**config.mk**
```make
export PLATFORM = sky130hd
export DESIGN_NAME = tap_divider_shifter
export DESIGN_NICKNAME = d
export VERILOG_FILES = /design/src/rtl/tap_divider_pkg.sv /design/src/rtl/tdiv_shift_reg.sv /design/src/rtl/tap_divider_shifter.sv
export SDC_FILE = /design/constraint.sdc
export NUM_CORES = 1
export LEC_CHECK = 0
export ABC_AREA = 1
export BUFFER_PORTS_ARGS = -buffer_cell sky130_fd_sc_hd__buf_2
export CAP_MARGIN = 40
export CELL_PAD_IN_SITES_DETAIL_PLACEMENT = 1
export CELL_PAD_IN_SITES_GLOBAL_PLACEMENT = 2
export CORE_MARGIN = 1
export CORE_UTILIZATION = 32
export CTS_CLUSTER_DIAMETER = 60
export DETAILED_ROUTE_END_ITERATION = 16
export GPL_TIMING_DRIVEN = 1
export PLACE_DENSITY_LB_ADDON = 0.1
export SLEW_MARGIN = 10
export SYNTH_ARGS = -nofsm -noshare
export SYNTH_HDL_FRONTEND = slang
export SYNTH_SLANG_ARGS = --single-unit
```
**constraint.sdc**
```tcl
create_clock -name clk -period 3.3 [get_ports clk]
set_clock_uncertainty 0.05 [all_clocks]
set_input_delay 0.165 -clock clk [delete_from_list [all_inputs] [get_ports clk]]
set_output_delay 0.165 -clock clk [all_outputs]
set_load 0.03 [all_outputs]
```
**src/rtl/tap_divider_pkg.sv**
```systemverilog
// Shared mix-mode encoding and the tap combine function for the tap divider.
package tap_divider_pkg;

  localparam int MIX_MAX_TAPS = 32;

  typedef enum logic [1:0] {
    MIX_OR   = 2'b00,
    MIX_XOR  = 2'b01,
    MIX_AND  = 2'b10,
    MIX_PRIO = 2'b11
  } mix_mode_t;

  // Callers zero-extend narrower tap vectors. Unused sel bits are 0, so they never contribute.
  function automatic logic tap_mix(input logic [MIX_MAX_TAPS-1:0] count_slice,
                                   input logic [MIX_MAX_TAPS-1:0] sel,
                                   input mix_mode_t               mode);
    logic [MIX_MAX_TAPS-1:0] t;
    logic                    r;
    t = count_slice & sel;
    r = 1'b0;
    case (mode)
      MIX_OR:  r = |t;
      MIX_XOR: r = ^t;
      MIX_AND: r = (sel != '0) && (t == sel);
      MIX_PRIO: begin
        // The last match in the ascending scan is the highest selected tap.
        for (int i = 0; i < MIX_MAX_TAPS; i++)
          if (sel[i]) r = count_slice[i];
      end
      default: r = 1'b0;
    endcase
    return r;
  endfunction

endpackage

```
**src/rtl/tdiv_shift_reg.sv**
```systemverilog
// Serial-in shift register, advanced by a clock enable. q[0] holds the newest bit.
module tdiv_shift_reg #(
  parameter int SR_DEPTH = 6
) (
  input  logic                clk,
  input  logic                reset,
  input  logic                shift_en,
  input  logic                din,
  output logic [SR_DEPTH-1:0] q
);

  always_ff @(posedge clk) begin
    if (reset)         q <= '0;
    else if (shift_en) q <= {q[SR_DEPTH-2:0], din};
  end

endmodule

```
**src/rtl/tap_divider_shifter.sv**
```systemverilog
// Prescaler with mixed frequency taps driving a registered tone, and a slow
// tick that clock-enables a serial shift register. Single clock domain.
module tap_divider_shifter
  import tap_divider_pkg::*;
#(
  parameter int DIV_BITS    = 13,
  parameter int NUM_TAPS    = 6,
  parameter int TAP_BASE    = 6,
  parameter int SR_TICK_BIT = 12,
  parameter int SR_DEPTH    = 6
) (
  input  logic                clk,
  input  logic                reset,
  input  logic                en,
  input  logic [NUM_TAPS-1:0] tap_sel,
  input  logic [1:0]          mix_mode,
  input  logic                sr_din,
  output logic                tone_out,
  output logic                slow_clk,
  output logic                sr_tick,
  output logic [SR_DEPTH-1:0] sr_q
);

  logic [DIV_BITS-1:0] count;
  logic                rise;
  logic                tone_d;

  // Rise fires on the edge that carries count[SR_TICK_BIT] from 0 to 1.
  generate
    if (SR_TICK_BIT == 0) begin : g_rise_lsb
      assign rise = en & ~count[0];
    end else begin : g_rise
      assign rise = en & (&count[SR_TICK_BIT-1:0]) & ~count[SR_TICK_BIT];
    end
  endgenerate

  assign tone_d = tap_mix(MIX_MAX_TAPS'(count[TAP_BASE +: NUM_TAPS]),
                          MIX_MAX_TAPS'(tap_sel),
                          mix_mode_t'(mix_mode));

  always_ff @(posedge clk) begin
    if (reset) begin
      count    <= '0;
      tone_out <= 1'b0;
      sr_tick  <= 1'b0;
    end else begin
      if (en) count <= count + DIV_BITS'(1);
      tone_out <= tone_d;
      sr_tick  <= rise;
    end
  end

  assign slow_clk = count[DIV_BITS-1];

  tdiv_shift_reg #(.SR_DEPTH(SR_DEPTH)) u_shift_reg (
    .clk      (clk),
    .reset    (reset),
    .shift_en (rise),
    .din      (sr_din),
    .q        (sr_q)
  );

endmodule
```
==> After elaboration in Yosys (flattened, before gate mapping) <==
Cells that the tools add are included.
{ "word_totals": {"reg_bits": 21, "latchBits": 0, "ram_bits": 0, "rom_bits": 0, "inputBits": 12, "out_inout_bits": 9, "word_cells": 26, "memories": 0} }
{ "op_classes": {"n_addsub": 1, "multipliers": 0, "div_mod_pow": 0, "magnitude_cmp": 0, "n_eq_ne": 4, "shift": 0, "muxes": 7, "bitwise_logic": 4, "reduce_logical": 6} }
{ "op_table": {"columns": ["operator", "n"], "rows": [
  ["32-bit OR reduction", 1],
  ["32-bit parity", 1],
  ["13-bit by 1-bit adder with 13-bit output, second input constant", 1],
  ["12-bit AND reduction", 1],
  ["6-bit bitwise AND", 1],
  ["6-bit equality test", 1],
  ["1-bit 2-to-1 mux", 6],
  ["6-bit nonzero test", 1],
  ["2-bit equality test, second input constant", 2],
  ["1-bit case mux with 4 select lines", 1],
  ["1-bit bitwise AND", 2],
  ["2-bit by 1-bit equality test with 1-bit output, second input constant", 1],
  ["2-bit zero test", 1],
  ["1-bit logical AND", 1],
  ["1-bit inverter", 1]
]} }

==> Longest topological paths before layout <==
Gate-level depths: netlist (run 1).
{ "depth": {"ltp_word": 7, "ltp_mapped": 10} }

==> By module <==
A second synthesis (run 1) with hierarchy kept.
{ "unflattened": {"cells_unflattened": 177, "area_unflattened_um2": 1153.6} }
{ "modules_own_cells": {"columns": ["module", "n_inst", "cells_per_inst", "area_per_inst_um2"], "rows": [
  ["tap_divider_shifter", 1, 139, 905.9],
  ["tdiv_shift_reg", 1, 38, 247.7]
]} }

==> Least setup slack after synthesis (run 1) <==
No wires, ideal clock.
{ "synth_path": {"path_type": "register to register", "start": "reg count[0]", "end": "reg u_shift_reg.q[1]", "setup_time_ns": 0.114, "arrival_time_ns": 1.274, "required_time_ns": 3.136, "slack_ns": 1.862, "path_stages_with_launch": 8, "n_path_buf": 1, "synth_period_minus_slack_ns": 1.438, "path_cell_list": "dfxtp_1 ha_1 nand3_1 nor2_1 nand3_2 buf_6 o21ai_1 nor2_1"} }
{ "synth_between": {"elab_chain_cells": 3} }
{ "synth_lines": {"columns": ["item", "line", "text"], "rows": [
  ["start, declared", "tap_divider_shifter.sv:24", "logic [DIV_BITS-1:0] count;"],
  ["start signal, assigned", "tap_divider_shifter.sv:47", "if (en) count <= count + DIV_BITS'(1);"],
  ["12-bit AND reduction", "tap_divider_shifter.sv:33", "assign rise = en & (&count[SR_TICK_BIT-1:0]) & ~count[SR_TICK_BIT];"],
  ["1-bit bitwise AND (2 in series)", "tap_divider_shifter.sv:33", null],
  ["end signal, assigned", "tdiv_shift_reg.sv:14", "else if (shift_en) q <= {q[SR_DEPTH-2:0], din};"],
  ["end, declared", "tdiv_shift_reg.sv:9", "output logic [SR_DEPTH-1:0] q"]
]} }
No other way between the ends.
A chain may end at the register's enable or synchronous reset.

==> Worst setup path in the final report (run 1) <==
{ "layout_path": {"start": "reg count[0]", "end": "reg u_shift_reg.q[0]"} }
The elaborated chain is that of the path after synthesis.

==> results.cfg, run 1 <==
[route]
first_pass_iters = 4
wl_per_cell_um = 10.9
routed_wl_mm = 2.61
final_antenna_net_count = 0
drt_iter0_drc = 34
drc = 0
vias = 1080
vias_per_cell = 4.54

[placement]
portBuffers = 20
gp_congestion = 0.781
dp_cells = 233
place_area_um2 = 1310
dp_hpwl_mm = 2.08

[finish]
insertedDiodeCount = 0
fillers = 471
fin_nets = 209
final_area_um2 = 1350
drive_gt1_share_pct = 19.3
area_growth_pct = 14.9
instances_no_fill = 238

[cts]
clk_path_buf_depth = 2
clk_pin_slew_ns = 0.12
clk_latency_ns = 0.30
ctsResizeCount = 0
root_buffer = clkbuf_4
cts_tree = yes
cts_buffers = 3
cts.sinks = 21
htreeDepth = 1

[global_routing]
antenna_found_initial = 0
grt_max_degree = 14
grt_first_pass_wirelength_mm = 4.75
grt_pass1_vias = 1104
grt_use_total_pct = 14.8
grt_overflow = 0

[floorplan]
dieArea_um2 = 3910
start_util_pct = 34.3
ios = 21
rows = 21
die_w_um = 62.5
core_region_area_um2 = 3420
die_y_um = 62.5

[sta]
fmax_ghz = 0.595
max_slew_margin_pct = 76.6
holdWs_ns = 0.0702
slew_viol_final = 0
worst_pin_slew_ns = 0.350
finalHoldViolations = 0
period_share_pct = 50.9
rsz0062_at_grt = false
setup_viol = 0
fin_setup_tns_ns = 0
min_period_ns = 1.68

[critical_path]
worst-endpoint-arrival_ns = 1.83
critPathCaptureType = flop
required_ns = 3.45
cpPeakStageDelay_ns = 0.39
cp_common_cell = nor2_1
path_cells = ha_1, nand3_1, nor2_1, nand3_2, o21ai_1, nor2_1
cp_slowest_cell = dfxtp_1
path_max_fanout = 13
worstSetupPathType = flop to flop
start_kind = flop

[pwr]
p_per_area_nw_per_um2 = 310
p_leak_nw = 0.604
vdd_drop_max_mv = 0.214

[synthesis]
synth_top_family_by_area = simple AND/OR/NAND/NOR gates
yosys.area_share.xor_xnor_pct = 1.49
syn_inst = 170
synth-simple-area-share_pct = 34.4
synth_top_cell_by_area = dfxtp_1
synth_compound_area_share_pct = 12.2
synthMuxAreaShare_pct = 0
syn_area_um2 = 1170
yosysTopAreaCellShare_pct = 35.9
synth.avg_cell_area_um2 = 6.90
yosysWarnings = 0
ys_ff_latch = 21
ys_types = 26
ys_seq_area_share_pct = 35.9
synthAdderAreaFrac_pct = 4.27
synth_area_leaders = dfxtp_1 (36%), nand2_1 (9.9%), inv_1 (9.3%)
synth.net_count = 186

[min_path]
min_path_type = input pin to flop

[flow_run]
cap_violations = 0

[status]
status = completed
-- layer usage --
metal  routed length (µm)  global-route usage (%)  vias up
met3                   74                    3.83        2
met1                 1320                    18.8      489
li1                     -                       -      577
met4                   11                   0.872        0
met5                    0                       0        -
met2                 1200                    26.1       12
-- state kept, by name (all words and copies together) (netlist names) --
register       cells
count             13
u_shift_reg.q      6
sr_tick            1
tone_out           1
-- worst max-delay path: cells and delay by family (launching register included) --
family                     cells  cell delay (ns)
and+or+nand+nor                4             0.71
DFF                            1             0.39
adders and majority gates      1             0.21
AOI/OAI and AO/OA              1             0.21
-- stage by stage --
step                      setup WS [ns]  total power (W)  util [%]
after floorplan                    1.86         0.000286         -
after global placement             1.72         0.000300      38.4
after detailed placement           1.65         0.000301      38.4
after CTS                          1.61         0.000426      39.5
after global routing               1.37         0.000444      39.5
final                              1.62         0.000418      39.5
-- cells by family (layout without fill, tap and decap cells) --
| logic type | count (synthesis) | count (layout) |
|---|---|---|
| AOI/OAI and AO/OA | 27 | 27 |
| buffers and inverters | 35 | 57 |
| and+or+nand+nor | 81 | 81 |
| xor gates and xnor gates | 2 | 2 |
| adders and majority gates | 4 | 4 |
| DFF | 21 | 21 |
-- cells in the final DEF, fill, tap and decap left out, drive strengths merged --
master and count:
a41oi 1, ha 4, o22ai 1, clkbuf 4, a211oi 1, nor2 27
dlygate4sd3 1, buf 20, inv 32, nand4 1, dfxtp 21, o21ai 14
nand3b 1, nor3 5, xnor2 2, nand3 9, nand2 36, nor3b 2
a21oi 10
-- power by group --
part | leakage (nW) | switching (W) | internal, W
combinational | 0.419 | 0.0000231 | 0.0000144
sequential | 0.170 | 0.00000220 | 0.000257
clock | 0.0150 | 0.0000742 | 0.0000471
-- path summary, 6_finish.rpt --
check / end / slack (ns) / cells past startpoint / start
max: u_shift_reg.q[0] / 1.62 / 6 / count[0]
min: u_shift_reg.q[0] / 0.07 / 3 / sr_din
max reg2reg: u_shift_reg.q[0] / 1.62 / 6 / count[0]
min reg2reg: count[5] / 0.45 / 2 / count[5]
-- Yosys cell counts (all sizes together) --
cell,instances
a211oi,1
a21oi,10
a41oi,1
buf,1
clkbuf,2
dfxtp,21
ha,4
inv,32
nand2,36
nand3,9
nand3b,1
nand4,1
nor2,27
nor3,5
nor3b,2
o21ai,14
o22ai,1
xnor2,2
-- area by class of cell --
type                            instances  area (µm²)  share of cell area [%]
Multi-Input combinational cell        114         613                    45.5
Sequential cell                        21         420                    31.2
Inverter                               32         120                    8.91
Timing Repair Buffer                   21         110                    8.17
Tap cell                               46        57.6                    4.27
Clock buffer                            4        26.3                    1.95
-- timing repair --
item	in CTS	in global routing
endpoints found under the hold margin	1	0
hold buffers	1	0
buffers inserted	0	0
setup endpoints to repair	0	0
(Power assumes the default switching activity.)
==> run 2, diff against run 1 <==
Settings changed: CORE_UTILIZATION 32 to 27.
Clock period 3.3 ns to 1.5 ns, I/O delays scaled along.
==> run 2 against run 1 <==
Die area increased by 18%. Fmax is 14% higher. Critical path depth stayed put. Flip-flop and latch count unchanged. First-iteration DRC count fell by 62%. Largest cell class unchanged.
==> results.cfg, run 2 (same netlist as run 1, synthesis figures left out) <==
[status]
status = completed

[floorplan]
rows = 23
ios = 21
start_util_pct = 28.7
dieArea_um2 = 4610
die_w_um = 67.9
core_region_area_um2 = 4090
die_y_um = 67.9

[critical_path]
r2r_start = count[1]
required_ns = 1.61
worst-endpoint-arrival_ns = 1.59
cp_slowest_cell = dfxtp_2
path_max_fanout = 7
start_kind = flop
critPathCaptureType = flop
cp_common_cell = nand3_4
path_cells = ha_2, nand3_4, nor2_2, nand3_4, o21ai_2, nor2_1
startpoint = count[1]
cpPeakStageDelay_ns = 0.34
worstSetupPathType = flop to flop

[finish]
regMostFlops = count
final_common_cell = nand2_1
largest_register_ffs = 13
fin_util_pct = 38.7
fin_nets = 225
reg_top3 = count (13), u_shift_reg.q (6)
drive_gt1_share_pct = 34.1
final_cell_mix = nand2_1 (30), inv_1 (29), nor2_1 (22)
area_growth_pct = 34.8
insertedDiodeCount = 0

[route]
routed_wl_mm = 3.15
drc = 0
wl_per_cell_um = 12.2
vias = 1167
first_pass_iters = 4
vias_per_cell = 4.52
drt_iter0_drc = 13
final_antenna_net_count = 0

[sta]
fmax_ghz = 0.676
fin_setup_tns_ns = 0
max_slew_margin_pct = 71.9
slew_viol_final = 0
setup_viol = 0
finalHoldViolations = 0
worst_pin_slew_ns = 0.421
period_share_pct = 98.6
rsz0062_at_grt = true
min_period_ns = 1.48

[cts]
root_buffer = clkbuf_8
clk_path_buf_depth = 2
cts.sinks = 21
clk_latency_ns = 0.26
clk_pin_slew_ns = 0.07
htreeDepth = 1
cts_buffers = 3
cts_tree = yes

[min_path]
hp-start = sr_din
min_path_type = input pin to flop

[placement]
portBuffers = 20
gp_congestion = 0.691
dp_hpwl_mm = 2.31

[global_routing]
grt_use_total_pct = 14.5
grt_pass1_vias = 1092
grt_max_degree = 14
grt_first_pass_wirelength_mm = 4.95
antenna_found_initial = 0
grt_overflow = 0

[pwr]
p_per_area_nw_per_um2 = 658
p_leak_nw = 0.712
vdd_drop_max_mv = 0.305
total_power_w = 0.00104

[flow_run]
cap_violations = 0
## run 2: changes by cell type in the layout (fill, tap and decap cells not counted), moves of 4 or more
| cell | delta |
|---|---|
| buf_4 | +15 |
| dfxtp_1 | -7 |
| o21ai_2 | +4 |
| dfxtp_2 | +6 |
## run 2: what timing repair did
item                                    in CTS  in global routing
endpoints found under the hold margin        1                  0
buffers inserted                             1                  6
gates cloned                                 0                  1
gates resized for setup                      5                 22
hold buffers                                 1                  0
endpoints found under the setup margin      10                 12
pin swaps                                    0                  5
## run 2: worst max-delay path: cells and delay by family, from the launching register on
family | cells | cell delay, ns
and+or+nand+nor | 4 | 0.62
AOI/OAI and AO/OA | 1 | 0.16
adders and majority gates | 1 | 0.20
DFF | 1 | 0.34
## run 2: routing by layer
| metal | GRT usage, % | wire length, µm |
|---|---|---|
| met5 | 0 | 0 |
| met4 | 3.91 | 32 |
| met3 | 3.50 | 73 |
| met2 | 23.9 | 1590 |
| met1 | 18.8 | 1460 |
## run 2: per-stage QoR
stage | instances | setup WS, ns | hold WS, ns | cell area, µm²
finish | 258 | 0.0216 | 0.00422 | 1580
global route | 258 | -0.0629 | 0.00927 | 1580
CTS | 251 | -0.00529 | 0.00319 | 1460
detailed placement | 245 | -0.0980 | 0.243 | 1380
global placement | 245 | -0.0165 | 0.239 | 1380
floorplan | 170 | 0.0621 | 0.115 | 1170
## run 2: worst paths after layout
kind | endpoint | slack (ns) | cells past startpoint
worst min register to register | count[12] | 0.45 | 2
worst min-delay path | u_shift_reg.q[0] | 0.004 | 3
worst max register to register | u_shift_reg.q[3] | 0.02 | 6
worst max-delay path | u_shift_reg.q[3] | 0.02 | 6
## run 2: layout make-up
class | count | area, µm²
Sequential cell | 21 | 432
Clock buffer | 4 | 45.0
Tap cell | 50 | 62.6
Fill cell | 524 | 2510
Inverter | 32 | 123
Multi-Input combinational cell | 115 | 696
Timing Repair Buffer | 36 | 223
## run 2: report_power, final
part / internal (W) / total [W] / switching, W
logic: 0.0000415 / 0.0000982 / 0.0000566
clock network: 0.000189 / 0.000373 / 0.000184
registers: 0.000563 / 0.000568 / 0.00000450
==> run 3, diff against run 2 <==
Settings changed: ABC_AREA 1 to not set, CORE_UTILIZATION 27 to 29.
==> run 3 against run 2 <==
Hold slack better by 0.041 ns. Register-to-register slack hardly changed. Setup slack worse by 0.014 ns. Final area is 4.9% lower. Largest power group unchanged.
==> results.cfg, run 3 <==
[finish]
reg_top3 = count (13), u_shift_reg.q (6)
regMostFlops = count
final_cell_mix = buf_4 (24), buf_2 (20), nor2_1 (19)
insertedDiodeCount = 0
drive_gt1_share_pct = 38.7
fin_nets = 180
final_common_cell = buf_4
fillers = 414
largest_register_ffs = 13
instances_no_fill = 209
area_growth_pct = 40.5

[floorplan]
ios = 21
die_y_um = 62.7
dieArea_um2 = 3940
rows = 21
core_region_area_um2 = 3440
die_w_um = 62.7
start_util_pct = 31.1

[critical_path]
cp_slowest_cell = xnor3_1
cpLargestDelayFamily = XOR/XNOR gates
path_max_fanout = 2
start_kind = flop
worst-endpoint-arrival_ns = 1.64
critPathCaptureType = flop
required_ns = 1.65
cpPeakStageDelay_ns = 0.40
worstSetupPathType = flop to flop
path_buf_inv = 0
path_cells = nand2_2, ha_1, xnor3_1, a21oi_2, o21bai_1, a21oi_1

[sta]
period_share_pct = 99.5
finalHoldViolations = 0
min_period_ns = 1.49
setup_viol = 0
fmax_ghz = 0.670
worst_pin_slew_ns = 0.386
slew_viol_final = 0
max_slew_margin_pct = 73.6
rsz0062_at_grt = true
fin_setup_tns_ns = 0

[synthesis]
syn_inst = 118
ys_seq_area_share_pct = 39.3
synth_edf_count = 0
synth.net_count = 134
synth.avg_cell_area_um2 = 9.07
ys_types = 34
netlist_top_cells_count = dfxtp_1 (21), nor2_1 (19), nand2_1 (9)
synth_area_leaders = dfxtp_1 (39%), nor2_1 (6.7%), mux2i_1 (6.5%)
synth_top_cell_by_area = dfxtp_1
synthFlopType = dfxtp_1
ys_ff_latch = 21
synthArstFlopShare_pct = 0
yosysTopAreaCellShare_pct = 39.3
yosysWarnings = 0
syn_area_um2 = 1070
yosysMostFrequentCell = dfxtp_1

[cts]
clk_path_buf_depth = 2
root_buffer = clkbuf_8
htreeDepth = 1
cts.sinks = 21
cts_buffers = 3
clk_latency_ns = 0.26
clk_pin_slew_ns = 0.07
cts_tree = yes

[placement]
dp_hpwl_mm = 2.05
dp_cells = 197
portBuffers = 20
gp_congestion = 0.821

[pwr]
vdd_drop_max_mv = 0.397
p_leak_nw = 0.692
p_per_area_nw_per_um2 = 687

[route]
drt_iter0_drc = 28
vias = 993
drc = 0
final_antenna_net_count = 0
first_pass_iters = 3
vias_per_cell = 4.75
routed_wl_mm = 2.82
wl_per_cell_um = 13.5

[flow_run]
cap_violations = 0

[global_routing]
grt_max_degree = 22
grt_overflow = 0
grt_first_pass_wirelength_mm = 4.81
antenna_found_initial = 0
grt_pass1_vias = 1016
grt_use_total_pct = 15.5

[status]
status = completed

[min_path]
min_path_type = input pin to flop
## run 3: layer usage
layer  global-route usage (%)  part of all wire (%)  vias to the layer above
met3                     3.47                   2.7                        4
met5                        0                     0                        -
met2                     25.8                    50                       17
met1                     19.6                    46                      469
met4                     4.94                   1.7                        0
li1                         -                     -                      503
## run 3: power breakdown
group	switching, W	leakage [nW]	internal [W]
Combinational	0.0000541	0.496	0.0000418
Clock	0.000181	0.0228	0.000189
Sequential	0.00000343	0.173	0.000563
Total	0.000239	0.692	0.000794
## run 3: timing repair
item / in CTS / in global routing
hold buffers: 1 / 0
resized for setup: 7 / 8
setup endpoints to repair: 1 / 9
buffers inserted: 5 / 2
hold endpoints to repair: 1 / 0
pin swaps: 4 / 3
## run 3: area by class of cell
type,count,area [µm²],area share [%]
Clock buffer,4,45.0,3.00
Inverter,5,18.8,1.25
Timing Repair Buffer,46,310,20.6
Tap cell,46,57.6,3.83
Sequential cell,21,430,28.6
Multi-Input combinational cell,87,641,42.6
## run 3: cells by family after synthesis
| kind of cell | after synthesis | share of synthesized area, % |
|---|---|---|
| AND/OR/NAND/NOR | 52 | 26.6 |
| flip-flops | 21 | 39.3 |
| AO/OA/AOI/OAI | 13 | 8.07 |
| XOR/XNOR | 11 | 10.3 |
| buffers and inverters | 10 | 4.56 |
| multiplexers | 7 | 6.55 |
| adder cells (fa/ha/maj) | 4 | 4.68 |
## run 3: worst register-to-register path, stage by stage, from the launching register on
cell and delay, ns:
dfxtp_2 0.34, nand2_2 0.06, ha_1 0.27, xnor3_1 0.40, a21oi_2 0.15, o21bai_1 0.07, a21oi_1 0.10
## run 3: stage by stage
step	cell area (µm²)	setup slack [ns]	utilization (%)	power, W	hold WS [ns]
after global placement	1350	-0.0176	39.1	0.000672	0.257
final	1500	0.00785	43.7	0.00103	0.0454
after floorplan	1070	0.00277	-	0.000628	0.169
after detailed placement	1350	-0.107	39.1	0.000675	0.276
after CTS	1450	0.000908	42.2	0.00105	0.0453
after global routing	1500	-0.0813	43.7	0.00110	0.0631
## run 3: final timing paths
path / slack, ns / start / to / cells past startpoint
max reg2reg: 0.008 / count[10] / tone_out / 6
min reg2reg: 0.45 / u_shift_reg.q[5] / u_shift_reg.q[5] / 2
max: 0.008 / count[10] / tone_out / 6
min: 0.05 / mix_mode[1] / tone_out / 3
